<file path="src/rtl/get_column_1_unit_pkg.sv">
// rtl/get_column_1_unit_pkg.sv - shared widths, FSM encoding and Q1.15 constants
// Purpose : constants shared by the column-1 normaliser, its interface and dividers.
// Ports   : none (package).
package get_column_1_unit_pkg;

    localparam int DW    = 16;   // matrix element width
    localparam int AW    = 17;   // amplitude width (DW+1)
    localparam int FRAC  = 15;   // fraction bits of the Q1.15 result
    localparam int QBITS = 16;   // quotient bits produced, one per DIV cycle

    typedef logic [1:0] state_t;

    localparam state_t S_IDLE = 2'd0;
    localparam state_t S_DIV  = 2'd1;
    localparam state_t S_DONE = 2'd2;

    localparam logic [DW-1:0] ONE = 16'h8000;   // 1.0 in Q1.15
    localparam logic [DW-1:0] SAT = 16'hFFFF;   // result when a > amp

endpackage

</file>
<file path="src/rtl/get_column_1_unit_if.sv">
// rtl/get_column_1_unit_if.sv - request/result bundle of the column-1 normaliser
// Purpose : groups the amplitude request and the normalised result.
// Ports   : I_amp_valid, I_column_1_amp, I_a11, I_a21 (request, master -> slave);
//           O_q11, O_q21, O_q_valid, O_div_zero, O_busy (result, slave -> master).
interface get_column_1_unit_if;
    import get_column_1_unit_pkg::*;

    logic          I_amp_valid;
    logic [AW-1:0] I_column_1_amp;
    logic [DW-1:0] I_a11;
    logic [DW-1:0] I_a21;
    logic [DW-1:0] O_q11;
    logic [DW-1:0] O_q21;
    logic          O_q_valid;
    logic          O_div_zero;
    logic          O_busy;

    modport slave (
        input  I_amp_valid, I_column_1_amp, I_a11, I_a21,
        output O_q11, O_q21, O_q_valid, O_div_zero, O_busy
    );

    modport master (
        output I_amp_valid, I_column_1_amp, I_a11, I_a21,
        input  O_q11, O_q21, O_q_valid, O_div_zero, O_busy
    );

endinterface

</file>
<file path="src/rtl/get_column_1_unit_serial_divider.sv">
// rtl/get_column_1_unit_serial_divider.sv - bit-serial restoring divider, one quotient bit per step
// Purpose : computes floor((i_dividend << SHIFT) / i_divisor) as a QBITS-bit quotient.
// Ports   : clk, rstn            - clock, synchronous active-low reset
//           i_start              - load a new dividend (divisor must be stable from the next cycle)
//           i_step               - perform one restoring iteration
//           i_dividend, i_divisor- operands
//           o_quot               - registered quotient
//           o_quot_next          - quotient including the current step's bit
module serial_divider
    import get_column_1_unit_pkg::*;
#(
    parameter int DW_P    = DW,
    parameter int AW_P    = AW,
    parameter int SHIFT   = FRAC,
    parameter int QBITS_P = QBITS
) (
    input  logic               clk,
    input  logic               rstn,
    input  logic               i_start,
    input  logic               i_step,
    input  logic [DW_P-1:0]    i_dividend,
    input  logic [AW_P-1:0]    i_divisor,
    output logic [QBITS_P-1:0] o_quot,
    output logic [QBITS_P-1:0] o_quot_next
);

    localparam int XW = DW_P + SHIFT;    // full dividend width
    localparam int HW = XW - QBITS_P;    // dividend bits preloaded into the remainder
    localparam int RW = AW_P + 1;        // remainder width

    logic [RW-1:0]      rem_q, rem_d;
    logic [QBITS_P-1:0] low_q, low_d;    // dividend bits still to be brought in, MSB first
    logic [QBITS_P-1:0] quot_q, quot_d;
    logic [XW-1:0]      ext;
    logic [RW:0]        rem_sh;
    logic [RW:0]        diff;
    logic               qbit;

    always_comb begin
        ext    = {i_dividend, {SHIFT{1'b0}}};
        rem_sh = {rem_q, low_q[QBITS_P-1]};
        diff   = rem_sh - {2'b00, i_divisor};
        // The preloaded upper bits are below the divisor whenever a < 2*amp, so only
        // the low QBITS quotient bits can be non-zero; a negative trial means restore.
        qbit        = ~diff[RW];
        o_quot_next = {quot_q[QBITS_P-2:0], qbit};

        rem_d  = rem_q;
        low_d  = low_q;
        quot_d = quot_q;
        if (i_start) begin
            rem_d  = {{(RW-HW){1'b0}}, ext[XW-1:QBITS_P]};
            low_d  = ext[QBITS_P-1:0];
            quot_d = '0;
        end else if (i_step) begin
            rem_d  = qbit ? diff[RW-1:0] : rem_sh[RW-1:0];
            low_d  = {low_q[QBITS_P-2:0], 1'b0};
            quot_d = o_quot_next;
        end
    end

    always_ff @(posedge clk) begin
        if (!rstn) begin
            rem_q  <= '0;
            low_q  <= '0;
            quot_q <= '0;
        end else begin
            rem_q  <= rem_d;
            low_q  <= low_d;
            quot_q <= quot_d;
        end
    end

    assign o_quot = quot_q;

endmodule

</file>
<file path="src/rtl/get_column_1_unit.sv">
// rtl/get_column_1_unit.sv - normalises matrix column 1 to unsigned Q1.15 (q = a/|col1|)
// Purpose : FSM, shared iteration counter, operand capture, zero/overflow handling and
//           output registers around two lockstep serial dividers.
// Ports   : I_sys_clk  - system clock
//           I_sys_rstn - synchronous active-low reset
//           bus        - request/result bundle (slave side)
module get_column_1_unit
    import get_column_1_unit_pkg::*;
(
    input  logic                 I_sys_clk,
    input  logic                 I_sys_rstn,
    get_column_1_unit_if.slave   bus
);

    state_t        state_q, state_d;
    logic [3:0]    cnt_q, cnt_d;
    logic [AW-1:0] amp_q, amp_d;
    logic          zero_q, zero_d;
    logic          ovf11_q, ovf11_d;
    logic          ovf21_q, ovf21_d;
    logic [DW-1:0] q11_q, q11_d;
    logic [DW-1:0] q21_q, q21_d;
    logic          dz_q, dz_d;
    logic          qv_q, qv_d;
    logic          start;
    logic          step;
    logic [DW-1:0] quot11, quot11_next;
    logic [DW-1:0] quot21, quot21_next;

    assign start = (state_q == S_IDLE) && bus.I_amp_valid;
    assign step  = (state_q == S_DIV);

    serial_divider u_div11 (
        .clk         (I_sys_clk),
        .rstn        (I_sys_rstn),
        .i_start     (start),
        .i_step      (step),
        .i_dividend  (bus.I_a11),
        .i_divisor   (amp_q),
        .o_quot      (quot11),
        .o_quot_next (quot11_next)
    );

    serial_divider u_div21 (
        .clk         (I_sys_clk),
        .rstn        (I_sys_rstn),
        .i_start     (start),
        .i_step      (step),
        .i_dividend  (bus.I_a21),
        .i_divisor   (amp_q),
        .o_quot      (quot21),
        .o_quot_next (quot21_next)
    );

    always_comb begin
        state_d = state_q;
        cnt_d   = cnt_q;
        amp_d   = amp_q;
        zero_d  = zero_q;
        ovf11_d = ovf11_q;
        ovf21_d = ovf21_q;
        q11_d   = q11_q;
        q21_d   = q21_q;
        dz_d    = dz_q;
        qv_d    = 1'b0;

        case (state_q)
            S_IDLE: begin
                if (bus.I_amp_valid) begin
                    amp_d   = bus.I_column_1_amp;
                    zero_d  = (bus.I_column_1_amp == '0);
                    ovf11_d = ({1'b0, bus.I_a11} > bus.I_column_1_amp);
                    ovf21_d = ({1'b0, bus.I_a21} > bus.I_column_1_amp);
                    cnt_d   = '0;
                    state_d = S_DIV;
                end
            end
            S_DIV: begin
                cnt_d = cnt_q + 4'd1;
                // The last iteration's bit is only in the divider's next-state value,
                // so results are taken from o_quot_next on the same edge.
                if (cnt_q == 4'(QBITS - 1)) begin
                    dz_d    = zero_q;
                    qv_d    = 1'b1;
                    state_d = S_DONE;
                    if (zero_q) begin
                        q11_d = '0;
                        q21_d = '0;
                    end else begin
                        q11_d = ovf11_q ? SAT : quot11_next;
                        q21_d = ovf21_q ? SAT : quot21_next;
                    end
                end
            end
            S_DONE: begin
                state_d = S_IDLE;
            end
            default: begin
                state_d = S_IDLE;
            end
        endcase
    end

    always_ff @(posedge I_sys_clk) begin
        if (!I_sys_rstn) begin
            state_q <= S_IDLE;
            cnt_q   <= '0;
            amp_q   <= '0;
            zero_q  <= 1'b0;
            ovf11_q <= 1'b0;
            ovf21_q <= 1'b0;
            q11_q   <= '0;
            q21_q   <= '0;
            dz_q    <= 1'b0;
            qv_q    <= 1'b0;
        end else begin
            state_q <= state_d;
            cnt_q   <= cnt_d;
            amp_q   <= amp_d;
            zero_q  <= zero_d;
            ovf11_q <= ovf11_d;
            ovf21_q <= ovf21_d;
            q11_q   <= q11_d;
            q21_q   <= q21_d;
            dz_q    <= dz_d;
            qv_q    <= qv_d;
        end
    end

    // Registered quotients are observable only through the output registers.
    logic unused_quot;
    assign unused_quot = ^{quot11, quot21, ONE};

    assign bus.O_q11      = q11_q;
    assign bus.O_q21      = q21_q;
    assign bus.O_q_valid  = qv_q;
    assign bus.O_div_zero = dz_q;
    assign bus.O_busy     = (state_q != S_IDLE);

endmodule

</file>
<file path="src/flat_wrapper.sv">
// flat-port wrapper written by rule: the top's interface ports become plain ports
module get_column_1_unit_flat import get_column_1_unit_pkg::*;
  (I_sys_clk, I_sys_rstn, bus_I_amp_valid, bus_I_column_1_amp, bus_I_a11, bus_I_a21, bus_O_q11, bus_O_q21, bus_O_q_valid, bus_O_div_zero, bus_O_busy);
  get_column_1_unit_if bus_i ();
  input  logic I_sys_clk;
  input  logic I_sys_rstn;
  input wire logic [$bits(bus_i.I_amp_valid)-1:0] bus_I_amp_valid;
  input wire logic [$bits(bus_i.I_column_1_amp)-1:0] bus_I_column_1_amp;
  input wire logic [$bits(bus_i.I_a11)-1:0] bus_I_a11;
  input wire logic [$bits(bus_i.I_a21)-1:0] bus_I_a21;
  output wire logic [$bits(bus_i.O_q11)-1:0] bus_O_q11;
  output wire logic [$bits(bus_i.O_q21)-1:0] bus_O_q21;
  output wire logic [$bits(bus_i.O_q_valid)-1:0] bus_O_q_valid;
  output wire logic [$bits(bus_i.O_div_zero)-1:0] bus_O_div_zero;
  output wire logic [$bits(bus_i.O_busy)-1:0] bus_O_busy;
  assign bus_i.I_amp_valid = bus_I_amp_valid;
  assign bus_i.I_column_1_amp = bus_I_column_1_amp;
  assign bus_i.I_a11 = bus_I_a11;
  assign bus_i.I_a21 = bus_I_a21;
  assign bus_O_q11 = bus_i.O_q11;
  assign bus_O_q21 = bus_i.O_q21;
  assign bus_O_q_valid = bus_i.O_q_valid;
  assign bus_O_div_zero = bus_i.O_div_zero;
  assign bus_O_busy = bus_i.O_busy;
  get_column_1_unit u_core (.I_sys_clk(I_sys_clk), .I_sys_rstn(I_sys_rstn), .bus(bus_i));
endmodule
</file>
<file path="config.mk">
export PLATFORM = sky130hd
export DESIGN_NAME = get_column_1_unit_flat
export DESIGN_NICKNAME = d
export VERILOG_FILES = /design/src/rtl/get_column_1_unit_pkg.sv /design/src/rtl/get_column_1_unit_if.sv /design/src/rtl/get_column_1_unit_serial_divider.sv /design/src/rtl/get_column_1_unit.sv /design/src/flat_wrapper.sv
export SDC_FILE = /design/constraint.sdc
export NUM_CORES = 1
export LEC_CHECK = 0
export CORE_MARGIN = 1.5
export CORE_UTILIZATION = 30
export CTS_BUF_LIST = sky130_fd_sc_hd__clkbuf_8
export DETAILED_ROUTE_END_ITERATION = 8
export GPL_ROUTABILITY_DRIVEN = 0
export RECOVER_POWER = 100
export SYNTH_ARGS = -nofsm -noshare
export SYNTH_HDL_FRONTEND = slang
export SYNTH_SLANG_ARGS = --single-unit
</file>
<file path="constraint.sdc">
create_clock -name I_sys_clk -period 7.95 [get_ports I_sys_clk]
set_clock_uncertainty 0.2 [all_clocks]
set_input_delay 2.385 -clock I_sys_clk [delete_from_list [all_inputs] [get_ports I_sys_clk]]
set_output_delay 2.385 -clock I_sys_clk [all_outputs]
set_load 0.02 [all_outputs]
</file>
==> qor.csv, run 1 <==
stage,metric,value,unit
setup_path,beginning of the critical path,bus_I_amp_valid,
global_route,grt total ovfl,0,
global_route,GRT Util Overall,16.8,%
run_status,status,finished with violations,
clocking,Post-CTS Hold Fix Bufs,0,
setup_path,Setup crit start kind,input port,
synthesis,Yosys warnings,0,
cells_and_area,proportion of layout cells with a drive suffix above 1,4.56,%
synthesis,Post-Syn Area,7870,sq um
cells_and_area,"commonest non-fill, non-tap cell in the layout",a21oi_1,
die,initial core utilization,30.4,%
die,die height,165,microns
die,IO Pins,87,
placed_design,port bufs,86,
routing,routed len/inst,15.5,microns
run_status,failing checks,"max-capacitance violations, max-slew violations",
timing,Setup TNS,0,ns
setup_path,R2R Setup Slk,3.99,ns
timing,setup violators final,0,
routing,via count,7435,
setup_path,kind of critical path,input port to flop,
die,die area,27200,sq um
clocking,"Setup Fix Bufs, Post-CTS",0,
setup_path,Worst EP required,8.15,ns
cells_and_area,Antenna Diode Count,0,
die,# rows,59,
routing,Routed Wire Length,22200,microns
global_route,vias in the first global route,6893,
setup_path,reg2reg end,u_core.u_div21.rem_q[4],
clocking,H-tree levels,4,
timing,Tcrit/Tclk final,69.5,%
synthesis,Avg Inst Size Synth,7.55,sq um
placed_design,Post-DP HPWL,15900,microns
setup_path,CP endpoint kind,flop,
clocking,"Reg clk slew, reported paths",0.09,ns
routing,Final ANT Viol Nets,0,
pwr,Leakage,3.72,nW
placed_design,dpl cell area,8910,sq um
global_route,maximum number of pins on one net before global-route repair,62,
setup_path,CP Max Fanout,39,
timing,Worst Hold Slack,0.259,ns
timing,fin crit period,5.52,ns
cells_and_area,Util after Layout,35.9,%
timing,Final Hold Viols,0,
hold_path,Hold Path Class,flop to flop,
timing,RSZ-0062 raised after global routing,no,
flow_run,# Max-Cap Violations,1,
global_route,first-pass GRT wire length,35900,microns
setup_path,worst r2r src,u_core.amp_q[15],
global_route,antenna violations before repair,0,
cells_and_area,Nets,1205,
synthesis,Syn Inst Count,1042,
clocking,CTS root buf,clkbuf_8,
setup_path,critical path arrival,5.72,ns
timing,Rel. slew slack,-52.7,%
pwr,total chip power,2.23,mW
timing,setup ws final,2.43,ns
synthesis,"Top FF cell, synth",dfxtp_1,
cells_and_area,area grow syn2layout,18.2,%
clocking,Sink Count,128,
routing,DR iter-0 viols,462,
synthesis,Yosys cell types,65,
clocking,"Clk Latency, worst-skew pair",0.45,ns
synthesis,Synth Register Bits,128,
cells_and_area,Final Non-Filler Cells,1432,
routing,DR pass1 iterations,4,
placed_design,Inst Count DP,1400,
setup_path,reg2reg path depth,10,
timing,Max Freq,181,MHz
setup_path,end point of the critical path,u_core.u_div11.rem_q[0],
synthesis,share of async-settable or async-resettable flops after synthesis,0,%
clocking,CTS max path bufs,2,
clocking,cts bufs inserted,17,
synthesis,post-synthesis sequential area ratio,32.6,%
placed_design,worst slack at placement,2.61,ns
cells_and_area,"Design Area, Final",9310,sq um
clocking,CTS tree,yes,
timing,Pins Over Slew Limit,40,
cells_and_area,"commonest cells after routing, fill and taps aside","a21oi_1 (153), nand2_1 (149), dfxtp_1 (128)",
pwr,Pwr per Cell Area,240,nW/um^2
synthesis,net count after synthesis,1163,
routing,drt drc,0,
die,core area,25900,sq um
clocking,post_cts resized,0,
synthesis,number of synthesized flops with an enable pin,0,
routing,vias per std cell,5.19,
pwr,Peak VDD IR,0.000134,V
die,Die X-Extent,165,microns
timing,actual slew at the worst max-slew pin,2.29,ns
logic make-up (layout without fill, tap and decap cells):
| logic type | count (synthesis) | after routing | synth area share [%] |
|---|---|---|---|
| AOI/OAI and AO/OA | 291 | 291 | 22.3 |
| xor gates and xnor gates | 28 | 28 | 3.54 |
| adders and majority gates | 69 | 69 | 11.2 |
| buffers and inverters | 120 | 175 | 6.20 |
| DFF | 128 | 128 | 32.6 |
| muxes | 14 | 14 | 1.78 |
| and+or+nand+nor | 392 | 392 | 22.4 |
where the power goes:
part	internal [mW]	leakage (nW)	switching (mW)	total [mW]
clock network	0.264	0.199	0.313	0.577
registers	0.683	1.04	0.0391	0.722
logic	0.379	2.48	0.554	0.933
registers in the layout (all words and copies together), names as in the netlist:
signal and cells:
u_core.amp_q 17, u_core.bus.O_div_zero 1, u_core.bus.O_q11 16, u_core.bus.O_q21 16, u_core.bus.O_q_valid 1, u_core.cnt_q 4
u_core.ovf11_q 1, u_core.ovf21_q 1, u_core.state_q 2, u_core.u_div11.low_q 1, u_core.u_div11.o_quot 15, u_core.u_div11.rem_q 18
u_core.u_div21.low_q 1, u_core.u_div21.o_quot 15, u_core.u_div21.rem_q 18, u_core.zero_q 1
worst max-delay path, cell delays in order:
cell and delay [ns]:
dlygate4sd3_1 0.54, and2_0 1.68, clkbuf_1 0.68, nand2_1 0.16, o31ai_1 0.10, a22o_1 0.16
per-layer routing:
layer | track usage, % | vias to the layer above | part of all wire, %
met5 | 0 | - | 0
met4 | 5.12 | 0 | 2.1
met3 | 3.82 | 29 | 4.8
met2 | 28.2 | 161 | 48
met1 | 21.1 | 3483 | 45
li1 | - | 3762 | -
cell usage after synthesis, types with 3 or more instances:
library cell	number	area share [%]
and4_1	3	0.33
nor2_1	98	4.7
buf_1	5	0.24
a211oi_1	3	0.29
a32oi_1	5	0.56
ha_1	67	11
nor3_1	43	2.7
nand4_1	9	0.72
nand2b_1	10	0.79
nor4_1	6	0.48
buf_4	4	0.38
o2111ai_1	3	0.33
and3_1	19	1.5
dfxtp_1	128	33
o211ai_1	5	0.48
o21a_1	6	0.57
a21oi_1	153	9.7
nand3_1	30	1.9
o221ai_1	6	0.67
nand2_1	149	7.1
a21o_1	16	1.5
o31ai_1	3	0.29
a22oi_1	3	0.29
o21ai_0	32	2.0
inv_1	50	2.4
o22ai_1	16	1.3
mux2i_1	14	1.8
nor2b_1	9	0.72
a31oi_1	16	1.3
buf_2	5	0.32
xor2_1	9	1.0
or3_1	3	0.24
xnor2_1	16	1.8
and2_1	4	0.32
a221oi_1	3	0.33
clkbuf_1	55	2.6
layout make-up:
| cell class | instances | area (sq um) |
|---|---|---|
| sequential | 128 | 2560 |
| multi-input combinational | 794 | 4830 |
| timing repair buffer | 93 | 910 |
| fill | 2676 | 16600 |
| clock inverter | 15 | 163 |
| inverter | 50 | 188 |
| clock buffer | 17 | 234 |
| tap | 335 | 419 |
how the worst min path moves through the flow:
stage | startpoint | slack [ns] | end | cells after the start
global route | u_core.amp_q[4] | 0.27 | u_core.amp_q[4] | 2
floorplan | u_core.cnt_q[3] | 0.22 | u_core.cnt_q[3] | 1
global placement | u_core.amp_q[5] | 0.24 | u_core.amp_q[5] | 2
detailed placement | u_core.amp_q[4] | 0.25 | u_core.amp_q[4] | 2
finish | u_core.amp_q[8] | 0.26 | u_core.amp_q[8] | 2
CTS | u_core.amp_q[4] | 0.26 | u_core.amp_q[4] | 2
(Power assumes the default switching activity.)
==> run 2, diff against run 1 <==
==> constraint.sdc (replaced) <==
create_clock -name I_sys_clk -period 4.75 [get_ports I_sys_clk]
set_clock_uncertainty 0.2 [all_clocks]
set_input_delay 1.425 -clock I_sys_clk [delete_from_list [all_inputs] [get_ports I_sys_clk]]
set_output_delay 1.425 -clock I_sys_clk [all_outputs]
set_load 0.02 [all_outputs]
==> run 2 against run 1 <==
The flow still finishes with violations (max-capacitance violations, max-slew violations). Largest cell class unchanged. Sequential cell count stayed put. First-iteration DRC count is 21% higher. Final cell count is 0.63% higher. Die area stayed put. Highest routed layer unchanged. Non-clock buffer count is 9 higher. Via count is 1.3% higher. Largest power group unchanged.
==> qor.csv, run 2 (same netlist as run 1, synthesis figures left out) <==
stage,metric,value,unit,change
run_status,status,finished with violations,,
run_status,failing checks,"max-capacitance violations, max-slew violations",,
global_route,maximum number of pins on one net before global-route repair,73,,+18%
timing,Pins Over Slew Limit,72,,+80%
routing,DR iter-0 viols,560,,+21%
setup_path,worst r2r src,u_core.amp_q[15],,
flow_run,# Max-Cap Violations,3,,+2
clocking,CTS tree,yes,,
clocking,CTS root buf,clkbuf_8,,
setup_path,kind of critical path,input port to flop,,
clocking,CTS max path bufs,2,,unchanged
setup_path,Worst EP required,4.85,ns,-3.30 ns
cells_and_area,"Design Area, Final",9410,sq um,+1.1%
timing,Rel. slew slack,-12.3,%,+40 points
routing,DR pass1 iterations,5,,+1
timing,Setup TNS,0,ns,unchanged
die,die area,27200,sq um,unchanged
die,die height,165,microns,unchanged
global_route,grt total ovfl,0,,unchanged
routing,via count,7529,,+1.3%
pwr,Peak VDD IR,0.000164,V,+22%
timing,Final Hold Viols,0,,unchanged
cells_and_area,"commonest non-fill, non-tap cell in the layout",a21oi_1,,
cells_and_area,area grow syn2layout,19.6,%,
setup_path,worst-path cell chain,"dlygate4sd3_1, nand2_1, nand2_1, clkbuf_1, nor2_1, o31ai_1, a31oi_1",,
clocking,"Clk Latency, worst-skew pair",0.45,ns,about the same
cells_and_area,filler cell count,2721,,+1.7%
routing,routed len/inst,15.5,microns,+0.15%
clocking,"Reg clk slew, reported paths",0.08,ns,about the same
global_route,GRT Util Overall,16.9,%,+0.10 points
routing,vias per std cell,5.22,,+0.63%
setup_path,Critical path buffers and inverters,2,,unchanged
setup_path,reg2reg end,u_core.u_div21.rem_q[9],,
setup_path,end point of the critical path,u_core.u_div11.rem_q[15],,
global_route,antenna violations before repair,0,,unchanged
timing,RSZ-0062 raised after global routing,no,,
die,initial core utilization,30.4,%,unchanged
setup_path,CP top delay family,buffers and inverters,,
placed_design,Post-DP HPWL,16000,microns,+1.1%
setup_path,R2R Setup Slk,0.78,ns,-3.21 ns
timing,setup violators final,0,,unchanged
die,Die X-Extent,165,microns,unchanged
clocking,"Setup Fix Bufs, Post-CTS",0,,unchanged
cells_and_area,Nets,1214,,+0.75%
die,core area,25900,sq um,unchanged
global_route,vias in the first global route,7009,,+1.7%
setup_path,beginning of the critical path,bus_I_amp_valid,,
global_route,first-pass GRT wire length,36300,microns,+1.1%
routing,Routed Wire Length,22400,microns,+0.78%
setup_path,"most used cell, CP",nand2_1,,
clocking,post_cts resized,0,,unchanged
placed_design,port bufs,86,,unchanged
setup_path,crit-path max cell delay,1.15,ns,-0.53 ns
cells_and_area,proportion of layout cells with a drive suffix above 1,4.97,%,+0.41 points
pwr,total chip power,3.85,mW,+72%
setup_path,slowest CP cell,clkbuf_1,,
cells_and_area,"commonest cells after routing, fill and taps aside","a21oi_1 (153), nand2_1 (149), dfxtp_1 (128)",,
setup_path,Setup crit start kind,input port,,
setup_path,reg2reg path depth,11,,+1
placed_design,dpl cell area,8990,sq um,+0.90%
cells_and_area,Antenna Diode Count,0,,unchanged
setup_path,CP endpoint kind,flop,,
die,# rows,59,,unchanged
setup_path,critical path arrival,4.15,ns,-1.57 ns
cells_and_area,top flop regs,"u_core.u_div11.rem_q x18, u_core.u_div21.rem_q x18, u_core.amp_q x17",,
pwr,Leakage,3.78,nW,+1.8%
timing,Tcrit/Tclk final,85.4,%,
setup_path,CP Max Fanout,32,,-18%
clocking,cts bufs inserted,17,,unchanged
clocking,H-tree levels,4,,unchanged
routing,drt drc,0,,unchanged
clocking,Sink Count,128,,unchanged
routing,Final ANT Viol Nets,0,,unchanged
timing,fin crit period,4.06,ns,
clocking,Post-CTS Hold Fix Bufs,0,,unchanged
setup_path,number of stages on the worst setup path,7,,+1
die,IO Pins,87,,unchanged
timing,actual slew at the worst max-slew pin,1.67,ns,-0.615 ns
pwr,Pwr per Cell Area,409,nW/um^2,+70%
hold_path,Hold Path Class,flop to flop,,
timing,Max Freq,247,MHz,
==> run 2: worst min-delay path: cells and delay by family, from the launching register on <==
family / cells / cell delay, ns
flops: 1 / 0.31
simple gates: 1 / 0.05
compound gates: 1 / 0.05
==> run 2: worst min-delay path by stage <==
stage,slack [ns],end,cells after the start,start
after global placement,0.24,u_core.amp_q[2],2,u_core.amp_q[2]
final,0.26,u_core.amp_q[10],2,u_core.amp_q[10]
after floorplan,0.22,u_core.cnt_q[3],1,u_core.cnt_q[3]
after detailed placement,0.25,u_core.amp_q[10],2,u_core.amp_q[10]
after CTS,0.26,u_core.amp_q[10],2,u_core.amp_q[10]
after global routing,0.28,u_core.amp_q[9],2,u_core.amp_q[9]
==> run 2: final cells by class <==
| cell class | instances | area (sq um) | share of cell area [%] |
|---|---|---|---|
| repair buffers | 102 | 986 | 10.5 |
| clock inverters | 15 | 220 | 2.34 |
| multi-input cells | 794 | 4800 | 51.0 |
| inverters | 50 | 188 | 1.99 |
| flip-flops and latches | 128 | 2560 | 27.2 |
| clock buffers | 17 | 234 | 2.49 |
| well taps | 335 | 419 | 4.45 |
==> run 2: metal layers <==
metal / track usage [%] / vias to the layer above / part of all wire [%]
li1: - / 3771 / -
met1: 22.0 / 3588 / 47
met2: 28.2 / 139 / 48
met3: 2.66 / 31 / 3.3
met4: 5.41 / 0 / 1.9
met5: 0 / - / 0
==> run 2: through the flow <==
stage	hold WS, ns	setup slack, ns	utilization [%]	cells
final	0.258	0.695	36.3	1441
after global routing	0.275	0.521	36.3	1441
after CTS	0.259	1.20	36.5	1441
after detailed placement	0.248	0.799	34.7	1409
after global placement	0.244	0.854	34.7	1409
after floorplan	0.224	1.61	-	1042
==> run 2: power breakdown <==
| group | internal (mW) | switching, mW | total [mW] | leakage (nW) |
|---|---|---|---|---|
| Sequential | 1.14 | 0.0633 | 1.21 | 1.04 |
| Combinational | 0.640 | 0.909 | 1.55 | 2.52 |
| Clock | 0.590 | 0.499 | 1.09 | 0.226 |
==> run 3, diff against run 2 <==
--- a/config.mk
+++ b/config.mk
@@ -10,7 +10,8 @@
 export CTS_BUF_LIST = sky130_fd_sc_hd__clkbuf_8
 export DETAILED_ROUTE_END_ITERATION = 8
 export GPL_ROUTABILITY_DRIVEN = 0
-export RECOVER_POWER = 100
+export RECOVER_POWER = 25
+export SLEW_MARGIN = 20
 export SYNTH_ARGS = -nofsm -noshare
 export SYNTH_HDL_FRONTEND = slang
 export SYNTH_SLANG_ARGS = --single-unit
==> run 3 against run 2 <==
The run still ends with max-capacitance violations, max-slew violations left. Clock power about the same. First-iteration DRC count up 0.18%. Wire length up 0.28%. Final cell count is the same. Worst setup slack worse by 0.0013 ns. Non-clock buffer count did not move. Global-route usage unchanged. Sequential share of layout area down 0.094 points. Sequential cell count unchanged. Sequential power about the same. Via count decreased by 0.52%. Largest cell class unchanged. Highest routed layer unchanged.
==> qor.csv, run 3 (same netlist as run 1, synthesis figures left out) <==
stage,metric,value,unit,change
timing,RSZ-0062 raised after global routing,no,,
timing,Pins Over Slew Limit,59,,-18%
hold_path,Hold Path Class,flop to flop,,
setup_path,slowest CP cell,clkbuf_1,,
die,core area,25900,sq um,unchanged
hold_path,Hold Path Sink,u_core.amp_q[10],,
global_route,first-pass GRT wire length,36300,microns,unchanged
clocking,H-tree levels,4,,unchanged
setup_path,reg2reg end,u_core.bus.O_q11[0],,
routing,DRT met1 WL,10600,microns,+1.4%
die,initial core utilization,30.4,%,unchanged
run_status,failing checks,"max-capacitance violations, max-slew violations",,
timing,fin crit period,4.06,ns,+0.00130 ns
cells_and_area,"Design Area, Final",9440,sq um,+0.35%
global_route,antenna violations before repair,0,,unchanged
timing,Max Freq,247,MHz,about the same
cells_and_area,Antenna Diode Count,0,,unchanged
die,die area,27200,sq um,unchanged
routing,via count,7490,,-0.52%
die,# rows,59,,unchanged
pwr,switching part of the total,38.4,%,+0.13 points
routing,routed len/inst,15.6,microns,+0.28%
timing,Worst Hold Slack,0.259,ns,+0.00144 ns
setup_path,worst-path cell chain,"dlygate4sd3_1, nand2_1, nand2_1, clkbuf_1, nor2_1, o31ai_1, a31oi_1",,
clocking,"Reg clk slew, reported paths",0.08,ns,about the same
placed_design,Post-DP HPWL,16000,microns,unchanged
setup_path,worst r2r src,u_core.u_div11.low_q[15],,
pwr,Pwr per Cell Area,411,nW/um^2,+0.55%
pwr,Leakage,3.67,nW,-3.1%
cells_and_area,top flop regs,"u_core.u_div11.rem_q x18, u_core.u_div21.rem_q x18, u_core.amp_q x17",,
clocking,Post-CTS Hold Fix Bufs,0,,unchanged
die,die height,165,microns,unchanged
routing,Final ANT Viol Nets,0,,unchanged
cells_and_area,Nets,1214,,unchanged
routing,vias per std cell,5.20,,-0.52%
flow_run,# Max-Cap Violations,2,,-1
global_route,maximum number of pins on one net before global-route repair,73,,unchanged
routing,DR pass1 iterations,5,,unchanged
setup_path,Setup crit start kind,input port,,
clocking,CTS max path bufs,2,,unchanged
setup_path,CP endpoint kind,flop,,
pwr,Reg power frac,31.1,%,-0.3 points
clocking,Sink Count,128,,unchanged
pwr,Peak VDD IR,0.000165,V,+0.60%
hold_path,WHS Path Cells,2,,unchanged
setup_path,critical path arrival,4.16,ns,about the same
setup_path,reg2reg path depth,12,,+1
hold_path,Hold Crit Start,u_core.amp_q[10],,
routing,drt drc,0,,unchanged
pwr,internal power,2.39,mW,+0.68%
cells_and_area,Final Non-Filler Cells,1441,,unchanged
clocking,post_cts resized,0,,unchanged
global_route,grt total ovfl,0,,unchanged
pwr,NetSw,1.49,mW,+1.2%
placed_design,dpl cell area,8990,sq um,unchanged
global_route,GRT Util Overall,16.9,%,unchanged
setup_path,Worst EP required,4.85,ns,about the same
timing,Tcrit/Tclk final,85.4,%,about the same
timing,setup violators final,0,,unchanged
cells_and_area,proportion of layout cells with a drive suffix above 1,5.42,%,+0.45 points
setup_path,crit-path max cell delay,1.17,ns,+0.02 ns
clocking,CTS tree,yes,,
setup_path,"most used cell, CP",nand2_1,,
cells_and_area,"commonest non-fill, non-tap cell in the layout",a21oi_1,,
pwr,Comb pwr share,40.7,%,+0.4 points
routing,met3 routed WL,712,microns,-2.7%
routing,Routed Wire Length,22400,microns,+0.28%
routing,top routing layer in use,met4,,
clocking,cts bufs inserted,17,,unchanged
clocking,CTS root buf,clkbuf_8,,
pwr,power share of the clock group,28.2,%,about the same
die,Die X-Extent,165,microns,unchanged
global_route,vias in the first global route,7009,,unchanged
placed_design,port bufs,86,,unchanged
cells_and_area,"commonest cells after routing, fill and taps aside","a21oi_1 (153), nand2_1 (149), dfxtp_1 (128)",,
die,IO Pins,87,,unchanged
clocking,"Clk Latency, worst-skew pair",0.45,ns,about the same
timing,actual slew at the worst max-slew pin,1.68,ns,+0.00386 ns
setup_path,CP Max Fanout,32,,unchanged
setup_path,kind of critical path,input port to flop,,
setup_path,R2R Setup Slk,1.21,ns,+0.43 ns
run_status,status,finished with violations,,
cells_and_area,area grow syn2layout,20.0,%,
timing,Rel. slew slack,-12.0,%,+0.35 points
timing,Final Hold Viols,0,,unchanged
placed_design,Inst Count DP,1409,,unchanged
routing,DR iter-0 viols,561,,+0.18%
timing,Setup TNS,0,ns,unchanged
routing,met2 WL,10600,microns,-0.75%
clocking,"Setup Fix Bufs, Post-CTS",0,,unchanged
-- run 3: critical path, delay by kind of cell --
kind / cells / cell delay (ns)
simple gates: 3 / 0.78
compound gates: 2 / 0.18
buf+inv: 2 / 1.76
-- run 3: power groups by stage --
| stage | clock [mW] | sequential [mW] | combinational, mW |
|---|---|---|---|
| 6_report | 1.09 | 1.21 | 1.58 |
| 5_1_grt | 1.17 | 1.22 | 1.74 |
| 4_1_cts | 1.12 | 1.21 | 1.57 |
| 3_5_place_dp | 0 | 1.23 | 1.56 |
| 3_3_place_gp | 0 | 1.23 | 1.55 |
| 2_1_floorplan | 0 | 1.21 | 1.26 |
-- run 3: worst max-delay path by stage --
stage,cells past startpoint,endpoint,startpoint
4_1_cts,12,u_core.bus.O_q11[0],u_core.u_div11.low_q[15]
6_report,7,u_core.u_div11.rem_q[15],bus_I_amp_valid
3_5_place_dp,11,u_core.ovf11_q,bus_I_column_1_amp[1]
3_3_place_gp,11,u_core.ovf11_q,bus_I_column_1_amp[1]
2_1_floorplan,10,u_core.ovf11_q,bus_I_column_1_amp[1]
5_1_grt,7,u_core.u_div11.rem_q[15],bus_I_amp_valid
-- run 3: area by class of cell --
cell class	count	area [sq um]
Inverter	50	188
Tap cell	335	419
Fill cell	2715	16500
Multi-Input combinational cell	794	4830
Sequential cell	128	2560
Clock inverter	15	220
Clock buffer	17	234
Timing Repair Buffer	102	990
-- run 3: stage by stage --
step / util, % / setup WS (ns) / total power, mW
2_1_floorplan: - / 1.61 / 2.47
3_3_place_gp: 34.7 / 0.854 / 2.78
3_5_place_dp: 34.7 / 0.799 / 2.79
4_1_cts: 36.5 / 1.20 / 3.89
5_1_grt: 36.4 / 0.521 / 4.13
6_report: 36.4 / 0.693 / 3.88
-- run 3: metal layers --
metal | track usage (%) | up-vias
met5 | 0 | -
met4 | 5.41 | 0
met3 | 2.66 | 31
met2 | 28.2 | 138
met1 | 22.0 | 3549
li1 | - | 3772
==> RTL change 1 (flow settings as in run 3) <==
Change the package constant `AW` from 17 to 34.
--- a/src/rtl/get_column_1_unit_pkg.sv
+++ b/src/rtl/get_column_1_unit_pkg.sv
@@ -4,7 +4,7 @@
 package get_column_1_unit_pkg;
 
     localparam int DW    = 16;   // matrix element width
-    localparam int AW    = 17;   // amplitude width (DW+1)
+    localparam int AW    = 34;   // amplitude width (DW+1)
     localparam int FRAC  = 15;   // fraction bits of the Q1.15 result
     localparam int QBITS = 16;   // quotient bits produced, one per DIV cycle
 
Ports: changed (resized bus_I_column_1_amp); port bits go from 87 to 104. No check against the original RTL was run, so the function may have changed too.
==> RTL change 1 against run 3 <==
- the flow still finishes with violations (max-capacitance violations, max-slew violations)
- critical path depth increased by 7
- highest routed layer unchanged
- global-route usage increased by 0.058 points
- count of clock-buffer cells in the layout unchanged
- register-to-register slack got worse by 0.37 ns
- worst hold slack improved by 0.00060 ns
- wire length increased by 53%
- worst setup slack improved by 0.15 ns
- area after synthesis increased by 49%
- power increased by 28%
- utilization decreased by 1.0 points
- via count increased by 50%
- cell area increased by 45%
- synthesized cell count increased by 49%
- sequential cell count increased by 51
==> RTL change 1: results (changes against run 3) <==
.. list-table::
   :header-rows: 1

   * - Metric
     - Value
   * - Outcome
     - complete, but fails checks
   * - Violated checks
     - max-capacitance violations, max-slew violations
   * - Vias per Instance
     - 5.26 (+1.2%)
   * - Fraction of the yosys area taken by sequential cells
     - 30.5% (-2.0 points)
   * - Hold Path Origin
     - u_core.amp_q[31]
   * - Worst voltage drop across the vdd grid
     - 0.000206 V (+25%)
   * - Hold path endpoint
     - u_core.amp_q[31]
   * - DRT Wirelength
     - 34.3 mm (+53%)
   * - Crit Path Max Fanout
     - 19 (-41%)
   * - Most used standard cells in the synthesized netlist
     - sky130_fd_sc_hd__a21oi_1, sky130_fd_sc_hd__nand2_1, sky130_fd_sc_hd__dfxtp_1, sky130_fd_sc_hd__nor2_1, sky130_fd_sc_hd__ha_1
   * - Post-placement worst setup slack
     - 0.632 ns (-0.167 ns)
   * - Worst slew margin relative to its limit
     - -2.02% (+9.9 points)
   * - Reg2reg path depth
     - 14 (+2)
   * - CTS clk-pin slew, worst paths
     - 0.11 ns (+0.03 ns)
   * - Cell type of the slowest stage on the worst timing path
     - sky130_fd_sc_hd__buf_4
   * - # nets final
     - 1,783 (+47%)
   * - Max-slew violations
     - 36 (-39%)
   * - Area contributors post-synth
     - sky130_fd_sc_hd__dfxtp_1, sky130_fd_sc_hd__ha_1, sky130_fd_sc_hd__a21oi_1, sky130_fd_sc_hd__nand2_1, sky130_fd_sc_hd__nor2_1
   * - Half-perimeter wire length of the detailed placement result
     - 25.3 mm (+58%)
   * - Number of distinct library cells after synthesis
     - 76 (+17%)
   * - Reg-to-reg setup timing slack
     - 0.84 ns (-0.37 ns)
   * - Static leakage
     - 0.00541 uW (+48%)
   * - Startpoint of the worst-slack reg-to-reg timing path
     - u_core.amp_q[1]
   * - Clock latency on the worst-skew pair
     - 0.52 ns (+0.07 ns)
   * - Highest cell delay on the worst timing path
     - 0.35 ns (-0.82 ns)
   * - Vias in the first global route
     - 10,771 (+54%)
   * - Largest registers ranked by flip-flop count
     - u_core.u_div11.rem_q x35, u_core.u_div21.rem_q x35, u_core.amp_q x34
   * - Number of maximum-capacitance violations
     - 1 (-1)
   * - Initial drt markers
     - 735 (+31%)
   * - Global-route wire length before repair
     - 55.3 mm (+52%)
   * - Kind of cell adding the most delay to the critical path
     - compound AO/OA/AOI/OAI gates
   * - GRT Util Overall
     - 16.9% (+0.058 points)
## RTL change 1: worst max path at each step
stage                                from                 endpoint  slack [ns]  cells after the start
floorplan           bus_I_column_1_amp[3]           u_core.ovf11_q        1.39                     12
global placement    bus_I_column_1_amp[3]           u_core.ovf21_q        0.61                     13
detailed placement  bus_I_column_1_amp[3]           u_core.ovf21_q        0.63                     13
CTS                       u_core.amp_q[1]  u_core.u_div11.rem_q[9]        0.82                     14
global route              u_core.amp_q[4]  u_core.u_div21.rem_q[2]        0.57                     13
finish                    u_core.amp_q[1]  u_core.u_div11.rem_q[9]        0.84                     14
## RTL change 1: cell type report
type	instances	area [um2]
flip-flops and latches	179	3580
inverters	77	289
multi-input cells	1212	7530
fillers	4055	25000
clock buffers	17	234
clock inverters	15	199
repair buffers	124	1210
well taps	518	648
## RTL change 1: logic make-up (layout without fill, tap and decap cells)
kind of cell,Yosys count,after routing,synth area share (%)
adder cells (fa/ha/maj),103,103,11.1
AND/OR/NAND/NOR,497,497,19.0
buffers and inverters,165,233,5.57
XOR/XNOR,58,58,4.33
flip-flops,179,179,30.5
multiplexers,25,25,2.16
AO/OA/AOI/OAI,529,529,27.3
## RTL change 1: metrics by stage
step	util, %	total power (uW)	instances
floorplan	-	3310	1556
global placement	34.3	3780	2110
detailed placement	34.3	3800	2110
CTS	35.4	5000	2142
global route	35.4	5310	2142
finish	35.4	4970	2142
## RTL change 1: layer usage
metal	GRT usage, %	vias to the layer above	part of all wire [%]
li1	-	5659	-
met1	22.4	5317	48
met2	28.4	259	46
met3	2.76	37	4.5
met4	4.59	0	1.4
met5	0	-	0
## RTL change 1: worst min-delay path, cell delays in order (launching register included)
cell and delay, ns:
sky130_fd_sc_hd__dfxtp_1 0.32, sky130_fd_sc_hd__nand2_1 0.05, sky130_fd_sc_hd__a21oi_1 0.05
## RTL change 1: power by group
group / leakage (uW) / switching [uW] / internal (uW)
Clock: 0.000209 / 646 / 536
Combinational: 0.00374 / 1240 / 901
Sequential: 0.00146 / 64.3 / 1580
==> RTL change 2 (flow settings as in run 3) <==
Made on the original files. Reset style: asynchronous (`I_sys_rstn` and `rstn`), changed in 2 clocked blocks. Comments in the files are not updated.
--- a/src/rtl/get_column_1_unit_serial_divider.sv
+++ b/src/rtl/get_column_1_unit_serial_divider.sv
@@ -59,7 +59,7 @@
         end
     end
 
-    always_ff @(posedge clk) begin
+    always_ff @(posedge clk or negedge rstn) begin
         if (!rstn) begin
             rem_q  <= '0;
             low_q  <= '0;
--- a/src/rtl/get_column_1_unit.sv
+++ b/src/rtl/get_column_1_unit.sv
@@ -101,7 +101,7 @@
         endcase
     end
 
-    always_ff @(posedge I_sys_clk) begin
+    always_ff @(posedge I_sys_clk or negedge I_sys_rstn) begin
         if (!I_sys_rstn) begin
             state_q <= S_IDLE;
             cnt_q   <= '0;
Function: differs if I_sys_rstn is asserted again (counterexample within 4 cycles, from zero or initial values and one cycle with I_sys_rstn low); with I_sys_rstn held inactive, the same outputs for 10 cycles.
==> RTL change 2 against run 3 <==
- the flow still finishes with violations (max-capacitance violations, max-slew violations)
- global-route usage rose by 0.073 points
- worst setup slack improved by 0.43 ns
- sequential cell count did not move
- cell area rose by 3.3%
- area after synthesis rose by 3.5%
- critical path depth fell by 5
- critical endpoint is now u_core.u_div11.o_quot[1]
- wire length rose by 1.2%
- synthesized cell count fell by 7.9%
Power is not compared: it rests on default switching activity, and its combinational part moved more than twofold at a synthesized area within 25%.
==> RTL change 2: results (changes against run 3) <==
.. list-table::
   :header-rows: 1

   * - Metric
     - Value
   * - Most used standard cells in the synthesized netlist
     - sky130_fd_sc_hd__nand2_1, sky130_fd_sc_hd__dfrtp_1, sky130_fd_sc_hd__o21ai_0, sky130_fd_sc_hd__ha_1, sky130_fd_sc_hd__nand3_1
   * - ClkCell Share
     - 4.04% (-0.77 points)
   * - Pin count of the biggest net entering global routing
     - 99 (+36%)
   * - Layout fillers
     - 2,699 (-0.59%)
   * - Outcome
     - complete, but fails checks
   * - Max-slew violations
     - 47 (-20%)
   * - Synth-to-Final Area Change
     - 19.7%
   * - Violated checks
     - max-capacitance violations, max-slew violations
   * - Fraction of met2 tracks used by global routing
     - 27.6% (-0.63 points)
   * - Post-placement worst setup slack
     - 0.956 ns (+0.157 ns)
   * - Reg-to-reg setup timing slack
     - 1.15 ns (-0.06 ns)
   * - Number of maximum-capacitance violations
     - 1 (-1)
   * - Sequential share of cell area
     - 32.8% (+5.7 points)
   * - Number of clock buffer instances in the layout
     - 18 (+1)
   * - Global-route wire length before repair
     - 38.3 mm (+5.5%)
   * - Hold Path Origin
     - u_core.bus.O_q11[6]
   * - Count of inverters other than clock inverters in the layout
     - 42 (-16%)
   * - Placed cell areas
     - 9370 um2 (+4.1%)
   * - Fraction of the yosys area taken by sequential cells
     - 39.3% (+6.8 points)
   * - Fraction of synthesis flops using an asynchronous set or reset pin
     - 100% (+100 points)
   * - Seq. cell area
     - 3200 um2 (+25%)
   * - Number of distinct library cells after synthesis
     - 61 (-6.2%)
   * - # nets final
     - 1,143 (-5.8%)
   * - WL/cell
     - 16.5 um (+6.0%)
   * - Combined area of the multi-input logic cells
     - 4570 um2 (-5.5%)
   * - Synth Flop Type
     - sky130_fd_sc_hd__dfrtp_1
   * - GRT Util Overall
     - 16.9% (+0.073 points)
-- RTL change 2: cell count changes in the layout (fill, tap and decap cells not counted), sizes merged, moves of 16 or more --
cell / delta
nand2: +23
nor3: -43
nor2: -40
dfxtp: -128
dfrtp: +128
o22ai: -16
o31ai: +39
o21ai: +57
nand3: +32
a21oi: -96
-- RTL change 2: final timing paths --
check | end | depth (start not counted)
worst max-delay path | u_core.u_div11.o_quot[1] | 2
worst min-delay path | u_core.bus.O_q11[6] | 2
worst max register to register | u_core.u_div11.rem_q[8] | 12
worst min register to register | u_core.bus.O_q11[6] | 2
max in group I_sys_clk | u_core.u_div11.rem_q[8] | 12
min in group asynchronous | u_core.bus.O_q_valid | 1
-- RTL change 2: power groups by stage --
stage	registers (uW)	clock network, uW	logic, uW
after global routing	2110	1050	5760
after floorplan	2090	0	3680
after detailed placement	2040	0	5100
after global placement	2040	0	5030
final	2020	968	5130
after CTS	2030	993	5140
